<file path="src/rtl/hcu_pkg.sv">
// Shared definitions for the SHA-2 hash compute unit: sequencer state encoding and word constants.
package hcu_pkg;

  localparam int unsigned SHA_WORD64_W = 64;
  localparam int unsigned SHA_WORD32_W = 32;

  // Lower half of a 64-bit word when operating on 32-bit words.
  localparam logic [SHA_WORD32_W-1:0] ZERO_FILL32 = 32'h0;

  typedef enum logic [1:0] {
    ST_IDLE  = 2'd0,
    ST_ACC   = 2'd1,
    ST_FLUSH = 2'd2,
    ST_DONE  = 2'd3
  } seq_state_e;

endpackage

</file>
<file path="src/rtl/madd_32_64.sv">
// Mode-switched modular adder: full 64-bit add, or 32-bit add on the upper halves with zero lower half.
module madd_32_64
  import hcu_pkg::*;
(
  input  logic                    mode64,
  input  logic [SHA_WORD64_W-1:0] a,
  input  logic [SHA_WORD64_W-1:0] b,
  output logic [SHA_WORD64_W-1:0] y
);

  logic [SHA_WORD32_W-1:0] hi32;

  assign hi32 = a[SHA_WORD64_W-1:SHA_WORD32_W] + b[SHA_WORD64_W-1:SHA_WORD32_W];
  assign y    = mode64 ? (a + b) : {hi32, ZERO_FILL32};

endmodule

</file>
<file path="src/rtl/madd_acc_seq.sv">
// Multi-operand accumulation sequencer around one madd_32_64 adder.
// Optional MADD_ACC_SEQ_REG_OUT_EN adds a FLUSH state and a dedicated sum output register.
module madd_acc_seq
  import hcu_pkg::*;
#(
  parameter int unsigned MAX_OPS = 5,
  parameter int unsigned CNT_W   = 3
) (
  input  logic                    clk,
  input  logic                    rst,
  input  logic                    start,
  input  logic [CNT_W-1:0]        n_ops,
  input  logic                    mode64_in,
  output logic                    busy,
  input  logic                    op_valid,
  output logic                    op_ready,
  input  logic [SHA_WORD64_W-1:0] op_data,
  output logic                    sum_valid,
  input  logic                    sum_ready,
  output logic [SHA_WORD64_W-1:0] sum,
  output logic                    sum_mode64
);

  localparam logic [CNT_W-1:0] MAX_C = CNT_W'(MAX_OPS);

  seq_state_e              state_q, state_d;
  logic [SHA_WORD64_W-1:0] acc_q, acc_d;
  logic [CNT_W-1:0]        cnt_q, cnt_d;
  logic [CNT_W-1:0]        nops_q, nops_d;
  logic                    mode_q, mode_d;
  logic                    busy_q, op_ready_q, sum_valid_q;
  logic [SHA_WORD64_W-1:0] add_y;
`ifdef MADD_ACC_SEQ_REG_OUT_EN
  logic [SHA_WORD64_W-1:0] out_q, out_d;
`endif

  madd_32_64 u_madd (
    .mode64 (mode_q),
    .a      (acc_q),
    .b      (op_data),
    .y      (add_y)
  );

  // State, datapath and registered status outputs.
  always_ff @(posedge clk) begin
    if (rst) begin
      state_q     <= ST_IDLE;
      acc_q       <= '0;
      cnt_q       <= '0;
      nops_q      <= '0;
      mode_q      <= 1'b0;
      busy_q      <= 1'b0;
      op_ready_q  <= 1'b0;
      sum_valid_q <= 1'b0;
`ifdef MADD_ACC_SEQ_REG_OUT_EN
      out_q       <= '0;
`endif
    end else begin
      state_q     <= state_d;
      acc_q       <= acc_d;
      cnt_q       <= cnt_d;
      nops_q      <= nops_d;
      mode_q      <= mode_d;
      busy_q      <= (state_d != ST_IDLE);
      op_ready_q  <= (state_d == ST_ACC);
      sum_valid_q <= (state_d == ST_DONE);
`ifdef MADD_ACC_SEQ_REG_OUT_EN
      out_q       <= out_d;
`endif
    end
  end

  // Next-state and datapath update.
  always_comb begin
    state_d = state_q;
    acc_d   = acc_q;
    cnt_d   = cnt_q;
    nops_d  = nops_q;
    mode_d  = mode_q;
`ifdef MADD_ACC_SEQ_REG_OUT_EN
    out_d   = out_q;
`endif
    case (state_q)
      ST_IDLE: begin
        if (start) begin
          nops_d = (n_ops > MAX_C) ? MAX_C : n_ops;
          mode_d = mode64_in;
          acc_d  = '0;
          cnt_d  = '0;
`ifdef MADD_ACC_SEQ_REG_OUT_EN
          out_d  = '0;
`endif
          state_d = (n_ops == '0) ? ST_DONE : ST_ACC;
        end
      end
      ST_ACC: begin
        if (op_valid && op_ready_q) begin
          acc_d = add_y;
          cnt_d = cnt_q + CNT_W'(1);
          if (cnt_q == nops_q - CNT_W'(1)) begin
`ifdef MADD_ACC_SEQ_REG_OUT_EN
            state_d = ST_FLUSH;
`else
            state_d = ST_DONE;
`endif
          end
        end
      end
      ST_FLUSH: begin
`ifdef MADD_ACC_SEQ_REG_OUT_EN
        out_d = acc_q;
`endif
        state_d = ST_DONE;
      end
      ST_DONE: begin
        if (sum_ready) state_d = ST_IDLE;
      end
      default: state_d = ST_IDLE;
    endcase
  end

  assign busy       = busy_q;
  assign op_ready   = op_ready_q;
  assign sum_valid  = sum_valid_q;
  assign sum_mode64 = mode_q;
`ifdef MADD_ACC_SEQ_REG_OUT_EN
  assign sum        = out_q;
`else
  assign sum        = acc_q;
`endif

endmodule

</file>
<file path="config.mk">
export PLATFORM = sky130hd
export DESIGN_NAME = madd_acc_seq
export DESIGN_NICKNAME = d
export VERILOG_FILES = /design/src/rtl/hcu_pkg.sv /design/src/rtl/madd_32_64.sv /design/src/rtl/madd_acc_seq.sv
export SDC_FILE = /design/constraint.sdc
export NUM_CORES = 1
export LEC_CHECK = 0
export ABC_AREA = 1
export BUFFER_PORTS_ARGS = -buffer_cell sky130_fd_sc_hd__clkbuf_2
export CAP_MARGIN = 20
export CORE_UTILIZATION = 38
export DETAILED_ROUTE_END_ITERATION = 16
export HOLD_SLACK_MARGIN = 0.05
export SYNTH_ARGS = -nofsm -noshare
export SYNTH_HDL_FRONTEND = slang
export SYNTH_SLANG_ARGS = --single-unit
</file>
<file path="constraint.sdc">
create_clock -name clk -period 5.1 [get_ports clk]
set_clock_uncertainty 0.15 [all_clocks]
set_input_delay 1.275 -clock clk [delete_from_list [all_inputs] [get_ports clk]]
set_output_delay 1.275 -clock clk [all_outputs]
set_load 0.05 [all_outputs]
</file>
==> reports/metrics.cfg <==
[yosys]
syn_inst = 1619
syn_area_mm2 = 0.00879
synth_edf_count = 0
ys.flop_type = dfxtp_1
synth_fp_nets = 1759
ys_seq_elements = 76
synth_seq_area_share = 0.173
postSynthAreaPerCell_um2 = 5.43
synth_cell_types = 45
yosysWarnings = 0
synthArstFlopShare = 0

[final_layout]
drive_gt1_frac = 0.151
n_antenna_cell = 0
instances_no_fill = 2039
final_util = 0.445
final_area_mm2 = 0.0101
mostFrequentLayoutCells = nand2_1, inv_1, a21oi_1, clkbuf_2, nand3_1
layout-area-overhead-vs-synth_pct = 14.8
multi_input_area_mm2 = 0.00605
fillCellCount = 2573
nets = 1889
layout_commonest_cell = nand2_1
ff_latch_area_mm2 = 0.00152

[global_route]
grt_pass1_wl_um = 48800
antenna_found_initial = 0
grt_max_degree = 52
globalRouteTotalUtil = 0.266
overflow = 0
grt_pass1_vias = 9234

[floorplan]
rows = 55
start_util = 0.388
die_area_mm2 = 0.0237
io_pins = 141
die_w_um = 154
core_region_area_mm2 = 0.0226
die_y_um = 154

[sta]
worst_pin_slew_ns = 0.795
finalHoldViolCount = 0
maxSlewViolCount = 0
rsz0062_at_grt = no
tns_ns = 0
setup_ws_ns = 1.76
fmax_mhz = 300
holdWs_ns = 0.336
period_share = 0.654
setup_viol_count_final = 0
relSlewSlack = 0.469
fin_crit_ns = 3.34

[power_and_ir_drop]
leakagePower_nw = 5.60
power.density_mw_per_mm2 = 175
power_mw = 1.77
ir_drop_mv = 0.126

[critical_path]
rr_startpoint = sum[32]
cp_slowest_stage_delay_ns = 0.40
reg2reg_depth = 15
worst-path-buf-inv = 3
crit_family = adder cells
cpMostUsedCell = nand2_1
end_kind = register
critPathLaunchType = input pin
crit_arrival_ns = 3.40
required_ns = 5.16
critPathSlowestCell = fa_1
crit_chain = clkbuf_2 > ha_1 > inv_1 > fa_1 > inv_1 > a21oi_1 > nand2_1 > a21oi_1 > nor2_1 > nor2_1 > nand2_1 > nand2_1 > nand2_1 > nand3_1 > a21oi_1
reg2reg_slack_ns = 2.37
reg2reg_to = sum[56]
path_class = in2reg
worstPathMaxFanout = 5

[place]
dpl_cell_area_mm2 = 0.00978
gp_congestion = 0.914
dp.cells = 2023
io_buffers = 140
dp_hpwl_um = 26000
pre_cts_ws_ns = 1.41

[detailed_routing]
wl_per_cell_um = 15.6
viasPerCell = 4.95
drtAntennaViolNets = 0
vias = 10086
drt_first_pass_iters = 8
route.detailed.drc = 0
dr.first_iter.drc_count = 745
wl_um = 31800

[run_status]
status = completed

[min_path]
hold_path_depth = 2
hold_end = sum[5]
holdCritStartpoint = sum[5]
min_path_type = reg2reg

[clock_network]
root_buffer = clkbuf_16
cts_tree = done
cts_resized = 0
cts_buffer_depth = 2
postCtsSetupRepairBufs = 0
clkSlewWorstSetupHoldPaths_ns = 0.07
clock_latency_ns = 0.36
clock_sinks = 76
holdBufCountCts = 0
cts_made_buffers = 9
ctsHtreeMaxLevel = 3

[run]
max_cap_violations = 0

-- how the worst max path moves through the flow --
| stage | startpoint | to | slack, ns | cells after the start |
|---|---|---|---|---|
| after floorplan | op_data[32] | sum[56] | 2.03 | 15 |
| after global placement | op_data[0] | sum[54] | 1.45 | 17 |
| after detailed placement | op_data[0] | sum[54] | 1.41 | 17 |
| after CTS | op_data[0] | sum[54] | 1.77 | 17 |
| after global routing | op_data[32] | sum[60] | 1.55 | 17 |
| final | op_data[32] | sum[52] | 1.76 | 15 |
-- flip-flops by register name, summed over array words and instances, names as in the netlist --
register    flops
sum            64
state_q         2
cnt_q           3
nops_q          3
op_ready        1
sum_valid       1
busy            1
sum_mode64      1
-- cell usage after synthesis (2+ instances only) --
master / n / area share
a21oi_1: 147 / 0.084
dfxtp_1: 76 / 0.17
nand3b_1: 3 / 0.0026
o21ai_1: 7 / 0.0040
o211ai_1: 2 / 0.0017
nor2_4: 6 / 0.0077
nor3_2: 8 / 0.0091
buf_2: 8 / 0.0046
nand4_1: 7 / 0.0050
nand3_1: 125 / 0.071
or2_2: 13 / 0.0093
inv_1: 267 / 0.11
nor4_1: 2 / 0.0014
and3_1: 2 / 0.0014
fa_1: 2 / 0.0046
xor2_1: 9 / 0.0090
nand3_2: 3 / 0.0034
nand2_2: 20 / 0.014
o21bai_1: 3 / 0.0026
nor3_1: 10 / 0.0057
nand2_1: 614 / 0.26
nor2_1: 109 / 0.047
inv_2: 23 / 0.0098
a21o_1: 3 / 0.0026
or2_1: 2 / 0.0014
ha_1: 65 / 0.093
o21ai_2: 5 / 0.0050
o21ai_0: 25 / 0.014
clkbuf_1: 18 / 0.0077
xnor2_1: 3 / 0.0030
nor2_2: 18 / 0.013
-- worst min-delay path, delay by kind of cell (launching register included) --
family,cells,cell delay (ns)
flops,1,0.32
simple gates,1,0.06
compound gates,1,0.06
-- report_power, final --
| part | switching (mW) | total [mW] | internal (mW) |
|---|---|---|---|
| clock | 0.316 | 0.714 | 0.398 |
| sequential | 0.00905 | 0.614 | 0.605 |
| combinational | 0.307 | 0.440 | 0.133 |
-- layout make-up --
class | instances | share of cell area
multi-input cells | 1224 | 0.600
flip-flops and latches | 76 | 0.151
inverters | 292 | 0.109
repair buffers | 146 | 0.0739
well taps | 285 | 0.0354
clock buffers | 10 | 0.0237
clock inverters | 6 | 0.00695
-- routing by layer --
metal | part of all wire | track usage | up-vias
li1 | - | - | 5294
met1 | 0.47 | 0.343 | 4481
met2 | 0.46 | 0.458 | 276
met3 | 0.046 | 0.0324 | 35
met4 | 0.023 | 0.0829 | 0
met5 | 0 | 0 | -
-- cell families (layout without fill, tap and decap cells) --
family | after synthesis | in the layout | synth area share
AND/OR/NAND/NOR | 945 | 945 | 0.458
buffers and inverters | 319 | 454 | 0.139
AO/OA/AOI/OAI | 200 | 200 | 0.121
flip-flops | 76 | 76 | 0.173
adder cells (fa/ha/maj) | 67 | 67 | 0.0971
XOR/XNOR | 12 | 12 | 0.0120
Note: power is estimated with default switching activity, not from simulation.
